### config.mk
export PLATFORM = sky130hd
export DESIGN_NAME = freq_meter_100hz
export DESIGN_NICKNAME = d
export VERILOG_FILES = /design/src/rtl/freq_meter_100hz.sv
export SDC_FILE = /design/constraint.sdc
export NUM_CORES = 1
export LEC_CHECK = 0
export CORE_MARGIN = 1
export CORE_UTILIZATION = 53
export CTS_BUF_LIST = sky130_fd_sc_hd__clkbuf_8
export CTS_CLUSTER_DIAMETER = 50
export DETAILED_ROUTE_END_ITERATION = 8
export GPL_TIMING_DRIVEN = 0
export PLACE_DENSITY = 0.82
export REMOVE_ABC_BUFFERS = 1
export SKIP_CTS_REPAIR_TIMING = 1
export SLEW_MARGIN = 5
export SYNTH_ARGS = -nofsm -noshare
export SYNTH_HDL_FRONTEND = slang
export SYNTH_SLANG_ARGS = --single-unit
### constraint.sdc
create_clock -name clk_50MHz -period 4 [get_ports clk_50MHz]
set_clock_uncertainty 0.2 [all_clocks]
set_input_delay 0.4 -clock clk_50MHz [delete_from_list [all_inputs] [get_ports clk_50MHz]]
set_output_delay 0.4 -clock clk_50MHz [all_outputs]
set_load 0.01 [all_outputs]
### src/rtl/freq_meter_100hz.sv
// Measures period and high time of an asynchronous slow clock in clk_50MHz cycles; results update
// two cycles after the first synchronized high sample. Lock and stall detection are included. No backpressure.
module freq_meter_100hz #(
    parameter int EXPECTED_PERIOD = 500000,
    parameter int TOLERANCE       = 500,
    parameter int TIMEOUT         = 1000000,
    parameter int LOCK_COUNT      = 4,
    parameter int CNT_W           = 32
) (
    input  logic             clk_50MHz,
    input  logic             reset,
    input  logic             sig_in,
    output logic [CNT_W-1:0] period,
    output logic [CNT_W-1:0] high_time,
    output logic             period_valid,
    output logic             locked,
    output logic             timeout
);
    typedef enum logic [1:0] {IDLE, MEASURE, STALL} state_t;

    localparam logic [CNT_W-1:0] TO_VAL   = CNT_W'(TIMEOUT);
    localparam logic [CNT_W:0]   LO_BOUND = (EXPECTED_PERIOD > TOLERANCE) ?
                                            (CNT_W+1)'(EXPECTED_PERIOD - TOLERANCE) : '0;
    localparam logic [CNT_W:0]   HI_BOUND = (CNT_W+1)'(EXPECTED_PERIOD + TOLERANCE);
    localparam logic [3:0]       LOCK_N   = 4'(LOCK_COUNT);

    state_t           state, state_next;
    logic             s1, s2, s3;
    logic             rise;
    logic [CNT_W-1:0] cnt, hcnt, cnt_inc, hcnt_inc;
    logic [3:0]       run, run_next;
    logic             in_tol;

    always_ff @(posedge clk_50MHz or posedge reset) begin
        if (reset) begin
            s1 <= 1'b0;
            s2 <= 1'b0;
            s3 <= 1'b0;
        end else begin
            s1 <= sig_in;
            s2 <= s1;
            s3 <= s2;
        end
    end

    assign rise = s2 & ~s3;

    // Both counters stop at the stall threshold so they can never wrap.
    assign cnt_inc  = (cnt == TO_VAL) ? cnt : cnt + CNT_W'(1);
    assign hcnt_inc = (hcnt == TO_VAL || !s2) ? hcnt : hcnt + CNT_W'(1);

    assign in_tol = ({1'b0, cnt} >= LO_BOUND) && ({1'b0, cnt} <= HI_BOUND);

    always_comb begin
        run_next = 4'd0;
        if (in_tol)
            run_next = (run >= LOCK_N) ? LOCK_N : run + 4'd1;
    end

    always_ff @(posedge clk_50MHz or posedge reset) begin
        if (reset)
            state <= IDLE;
        else
            state <= state_next;
    end

    always_comb begin
        state_next = state;
        case (state)
            IDLE:    if (rise) state_next = MEASURE;
            MEASURE: if (!rise && cnt == TO_VAL) state_next = STALL;
            STALL:   if (rise) state_next = MEASURE;
            default: state_next = IDLE;
        endcase
    end

    always_ff @(posedge clk_50MHz or posedge reset) begin
        if (reset) begin
            cnt          <= '0;
            hcnt         <= '0;
            run          <= 4'd0;
            period       <= '0;
            high_time    <= '0;
            period_valid <= 1'b0;
            locked       <= 1'b0;
            timeout      <= 1'b0;
        end else begin
            period_valid <= 1'b0;
            case (state)
                IDLE: begin
                    if (rise) begin
                        cnt  <= CNT_W'(1);
                        hcnt <= CNT_W'(1);
                    end
                end
                MEASURE: begin
                    if (rise) begin
                        period       <= cnt;
                        high_time    <= hcnt;
                        period_valid <= 1'b1;
                        cnt          <= CNT_W'(1);
                        hcnt         <= CNT_W'(1);
                        run          <= run_next;
                        locked       <= (run_next == LOCK_N);
                    end else begin
                        cnt  <= cnt_inc;
                        hcnt <= hcnt_inc;
                        if (cnt == TO_VAL) begin
                            timeout <= 1'b1;
                            locked  <= 1'b0;
                            run     <= 4'd0;
                        end
                    end
                end
                STALL: begin
                    // The edge that ends a stall only restarts measurement.
                    if (rise) begin
                        cnt     <= CNT_W'(1);
                        hcnt    <= CNT_W'(1);
                        timeout <= 1'b0;
                    end
                end
                default: ;
            endcase
        end
    end
endmodule
; ---- Word level (Yosys, flattened, before mapping)
; Cells that the tools add are included.
[classes]
reduce_logical = 16
bitwise_logic = 2
n_addsub = 3
muxes = 22
eq_ne = 12
magnitude_cmp = 3
[op_table]
columns = op, count
row1 = $mux 32, 5
row2 = $pmux 32 s2, 2
row3 = $add 32x1->32 const B, 2
row4 = $eq 32x20->1 const B, 2
row5 = $ge 32x19->1 const B, 1
row6 = $le 32x19->1 const B, 1
row7 = $mux 4, 4
row8 = $ne 2x2->1 const B, 4
row9 = $mux 1, 7
row10 = $ne 3x3->1 const B, 2
row11 = $reduce_and 2->1, 3
row12 = $reduce_and 3->1, 2
row13 = $reduce_bool 2->1, 3
row14 = $add 4x1->4 const B, 1
row15 = $eq 4x3->1 const B, 1
row16 = $ge 4x3->1 const B, 1
row17 = $mux 2, 2
row18 = $pmux 2 s2, 1
row19 = $reduce_and 4->1, 1
row20 = $eq 2x1->1 const B, 1
row21 = $eq 2x2->1 const B, 1
row22 = $logic_and 1x1->1, 2
row23 = $logic_not 1->1, 2
row24 = $logic_not 2->1, 1
row25 = other kinds (6), 6
[totals]
register_bits = 140
inputBits = 3
out_inout_bits = 67

; ---- Longest topological paths before layout
[logic_depth]
word_depth = 6
mapped_depth = 9
mapped_depth_nobuf = 7

; ---- Least setup slack after synthesis
; OpenSTA, ideal clock, no wires.
[synth_path]
path_type = register -> register
from = register hcnt[29]
to = register hcnt[18]
slack_ns = 1.304
setup_time_ns = 0.132
t_required_ns = 3.668
period_less_slack_ns = 2.696
path_buffers = 2
stages_incl_launch_ff = 8
t_arrival_ns = 2.364
cell_sequence = dfrtp_1 -> or4_1 -> or4_4 -> or4_4 -> buf_6 -> nand3_4 -> buf_8 -> o31ai_1
[synth_via]
elab_chain_cells = 4
[synth_rtl]
columns = element, line_no
row1 = "start, declared", 30  ; logic [CNT_W-1:0] cnt, hcnt, cnt_inc, hcnt_inc;
row2 = "start signal, assigned", 107  ; hcnt <= hcnt_inc;
row3 = $eq 32x20->1, 50  ; assign hcnt_inc = (hcnt == TO_VAL || !s2) ? hcnt : hcnt + CNT_W'(1);
row4 = $logic_or 1x1->1, 50
row5 = $ne 3x3->1 (no line), -
row6 = $reduce_and 3->1 (no line), -
; Every way passes these cells.
; A chain may end at the register's enable or synchronous reset.

; ---- Final worst setup path
[layout_path]
from = register hcnt[2]
to = register hcnt[6]
[layout_via]
elab_chain_cells = 4
word_cells_on_any_way = 8
cone_classes = add/sub (1) / eq/ne (2) / mux (3) / reduce/logical (2)
[layout_rtl]
columns = element, line_no
row1 = $add 32x1->32 or $eq 32x20->1 (tied branches), 50
row2 = $mux 32 or $logic_or 1x1->1 (tied branches), 50
row3 = $mux 32 or $ne 3x3->1 (tied branches), -
row4 = $pmux 32 s2 or $reduce_and 3->1 (tied branches), -
; Parallel ways exist; a longest one is shown, timed or not. The select of a mux whose other input is x is not followed.

==> metrics <==
status completed; top-count cell post-synth dfrtp_1; Boundary Pins 70; largest net degree at the start of global routing 93; RR Startpoint hcnt[2]; DRT iter0 DRCs 309; Buf/Inv on CP 1; Area Growth Syn to Fin 18.4%; die footprint 0.0133 mm²; DRC Markers 0; Avg Cell Area, Syn 10.9 µm²; number of global-route vias before repair 5009; max_cap viols 0; total grt overflow 0; register area share after synthesis 51.5%; Synth Flop Type dfrtp_1; TritonCTS Buffers 17; initial core utilization 54.1%; Design Power 3120 µW; Cell Chain, Critical Path or4_1, or4_4, nor4_4, buf_6, nor4_1, o21a_1; Final nets 684; # setup viols final 0; number of synthesis warnings 0; clock-pin slew on the worst setup and hold paths 0.08 ns; Worst path slowest cell nor4_4; RePlAce Congestion 0.865; antenna viol nets, final 0; Slew Limit Fails 0; Synth area leader dfrtp_1; Worst-Margin Slew 1.07 ns; drt via density 5.93; RSZ-0062 raised after global routing no; #FFs+latches synth 140; CTS Buffer Depth 2; Top delay family on crit path simple AND/OR/NAND/NOR gates; die span in x 115 µm; Area contributors post-synth dfrtp_1 52%, mux2_2 11%, xnor2_1 3.3%; worst reg2reg path depth 6; Worst path depth 6; leakage power 0.00342 µW; layout cells sized above 1 16.1%; Final Hold Vio Count 0; f_max 338 MHz; Mapped Cells 625; startpoint types flip-flop; ys async rst share 100%; CP max stage delay 0.58 ns; crit path time final 2.96 ns; DR vias 5103; total wire length 14400 µm; first-pass GRT wire length 24200 µm; Max Fanout on Critical Path 19; WL per Instance 16.7 µm; htree depth 4; Commonest cells post-synth 140 x dfrtp_1, 66 x mux2_2, 44 x nor2_1, 32 x nand2_1, 31 x clkbuf_1; Core Util, Final 64.1%; maximum vdd drop 0.000279 V; Worst Setup End Kind flip-flop; CP Class reg -> reg; clock latency at the later pin of the worst-skew pair 0.44 ns; CP arrival 3.10 ns; Port Buffer Count 69; Pwr Density 387 mW/mm²; initial antenna violation count 0; DR pass1 iterations 6; GRT Total Usage 23.4%; area fraction of the dominant cell type after synthesis 51.5%; number of enable flip-flop cells after synthesis 0; Req. time, crit path 4.14 ns; Unique masters post-synth 65; clock sink count 140; Hold/Removal Path Class in -> async; Worst Setup SP hcnt[2]; Root Driver clkbuf_8; FP Rows 41; Tcrit/Tclk final 74.0%; CTS tree built; Die Height 115 µm; DP HPWL 9820 µm; ant diodes 0; synthesized area 0.00680 mm²; Relative slew margins 28.0%; Core Area 0.0126 mm²
==> worst reg2reg max path, stage by stage (launching register included) <==
cell and delay [ns]:
dfrtp_1 0.48, or4_1 0.52, or4_4 0.51, nor4_4 0.58
buf_6 0.28, nor4_1 0.08, o21a_1 0.21
==> power by group <==
group,switching [µW],internal (µW)
logic,223,203
clock network,508,588
registers,105,1490
==> routing by layer <==
layer	part of all wire [%]	vias to the layer above	track usage [%]
li1	-	2407	-
met1	43	2502	29.6
met2	50	166	39.3
met3	4.6	28	5.43
met4	2.0	0	9.00
met5	0	-	0
==> cell families (layout without fill, tap and decap cells) <==
kind of cell	after synthesis	in the layout	share of synthesized area, %
buffers and inverters	61	125	3.68
AO/OA/AOI/OAI	102	102	10.5
XOR/XNOR	31	31	3.99
flip-flops	140	140	51.5
adder cells (fa/ha/maj)	5	5	0.920
multiplexers	68	68	11.2
AND/OR/NAND/NOR	218	218	18.1
==> layout make-up <==
type                       count  area [µm²]
multi-input combinational    424        3070
timing repair buffer          74         805
tap                          172         215
inverter                      19        76.3
sequential                   140        3500
clock buffer                  20         275
clock inverter                12         106
fill                         987        4520
==> path summary, 6_finish.rpt <==
path | slack (ns) | to
hold reg to reg | 0.19 | s2
hold / removal | 0.15 | high_time[2]
min in group clk_50MHz | 0.19 | s2
max in group asynchronous | 2.65 | period_valid
setup / recovery | 1.04 | hcnt[6]
setup reg to reg | 1.04 | hcnt[6]
==> registers in the layout, indices dropped and copies added, names as in the netlist <==
signal        flops
hcnt             32
s3                1
period_valid      1
state             2
period           32
high_time        32
s1                1
timeout           1
cnt              32
locked            1
run               4
s2                1
==> cells in the final DEF, fill, tap and decap left out, types with 4 or more instances in the layout <==
cell and instances:
clkinv_2 4, a31oi_1 9, and2_1 6, o21ai_1 7, clkbuf_8 20, o41ai_1 4
and3_1 8, dfrtp_1 140, xor2_1 5, nand2b_1 8, nand4_1 14, mux2_2 66
nor3_1 18, xnor2_1 26, ha_1 5, or4_1 7, nand2_1 32, and4_1 6
o211ai_1 5, nor4_1 20, o31ai_1 28, clkdlybuf4s50_1 69, nor2_1 43, inv_1 23
a21oi_1 12, nand3_1 22, o21ai_0 9, or3_1 7
==> stage by stage <==
step | instances | setup TNS (ns) | cell area, µm² | hold WS, ns | worst slack [ns]
after global routing | 861 | 0 | 8050 | 0.178 | 0.829
after global placement | 824 | -375.36 | 7530 | 0.158 | -2.04
after CTS | 860 | 0 | 8040 | 0.166 | 0.640
after floorplan | 583 | -59.07 | 6620 | 0.131 | -0.353
after detailed placement | 828 | 0 | 7660 | 0.168 | 0.649
final | 861 | 0 | 8050 | 0.150 | 1.04
Power figures use the tool's default switching activity.
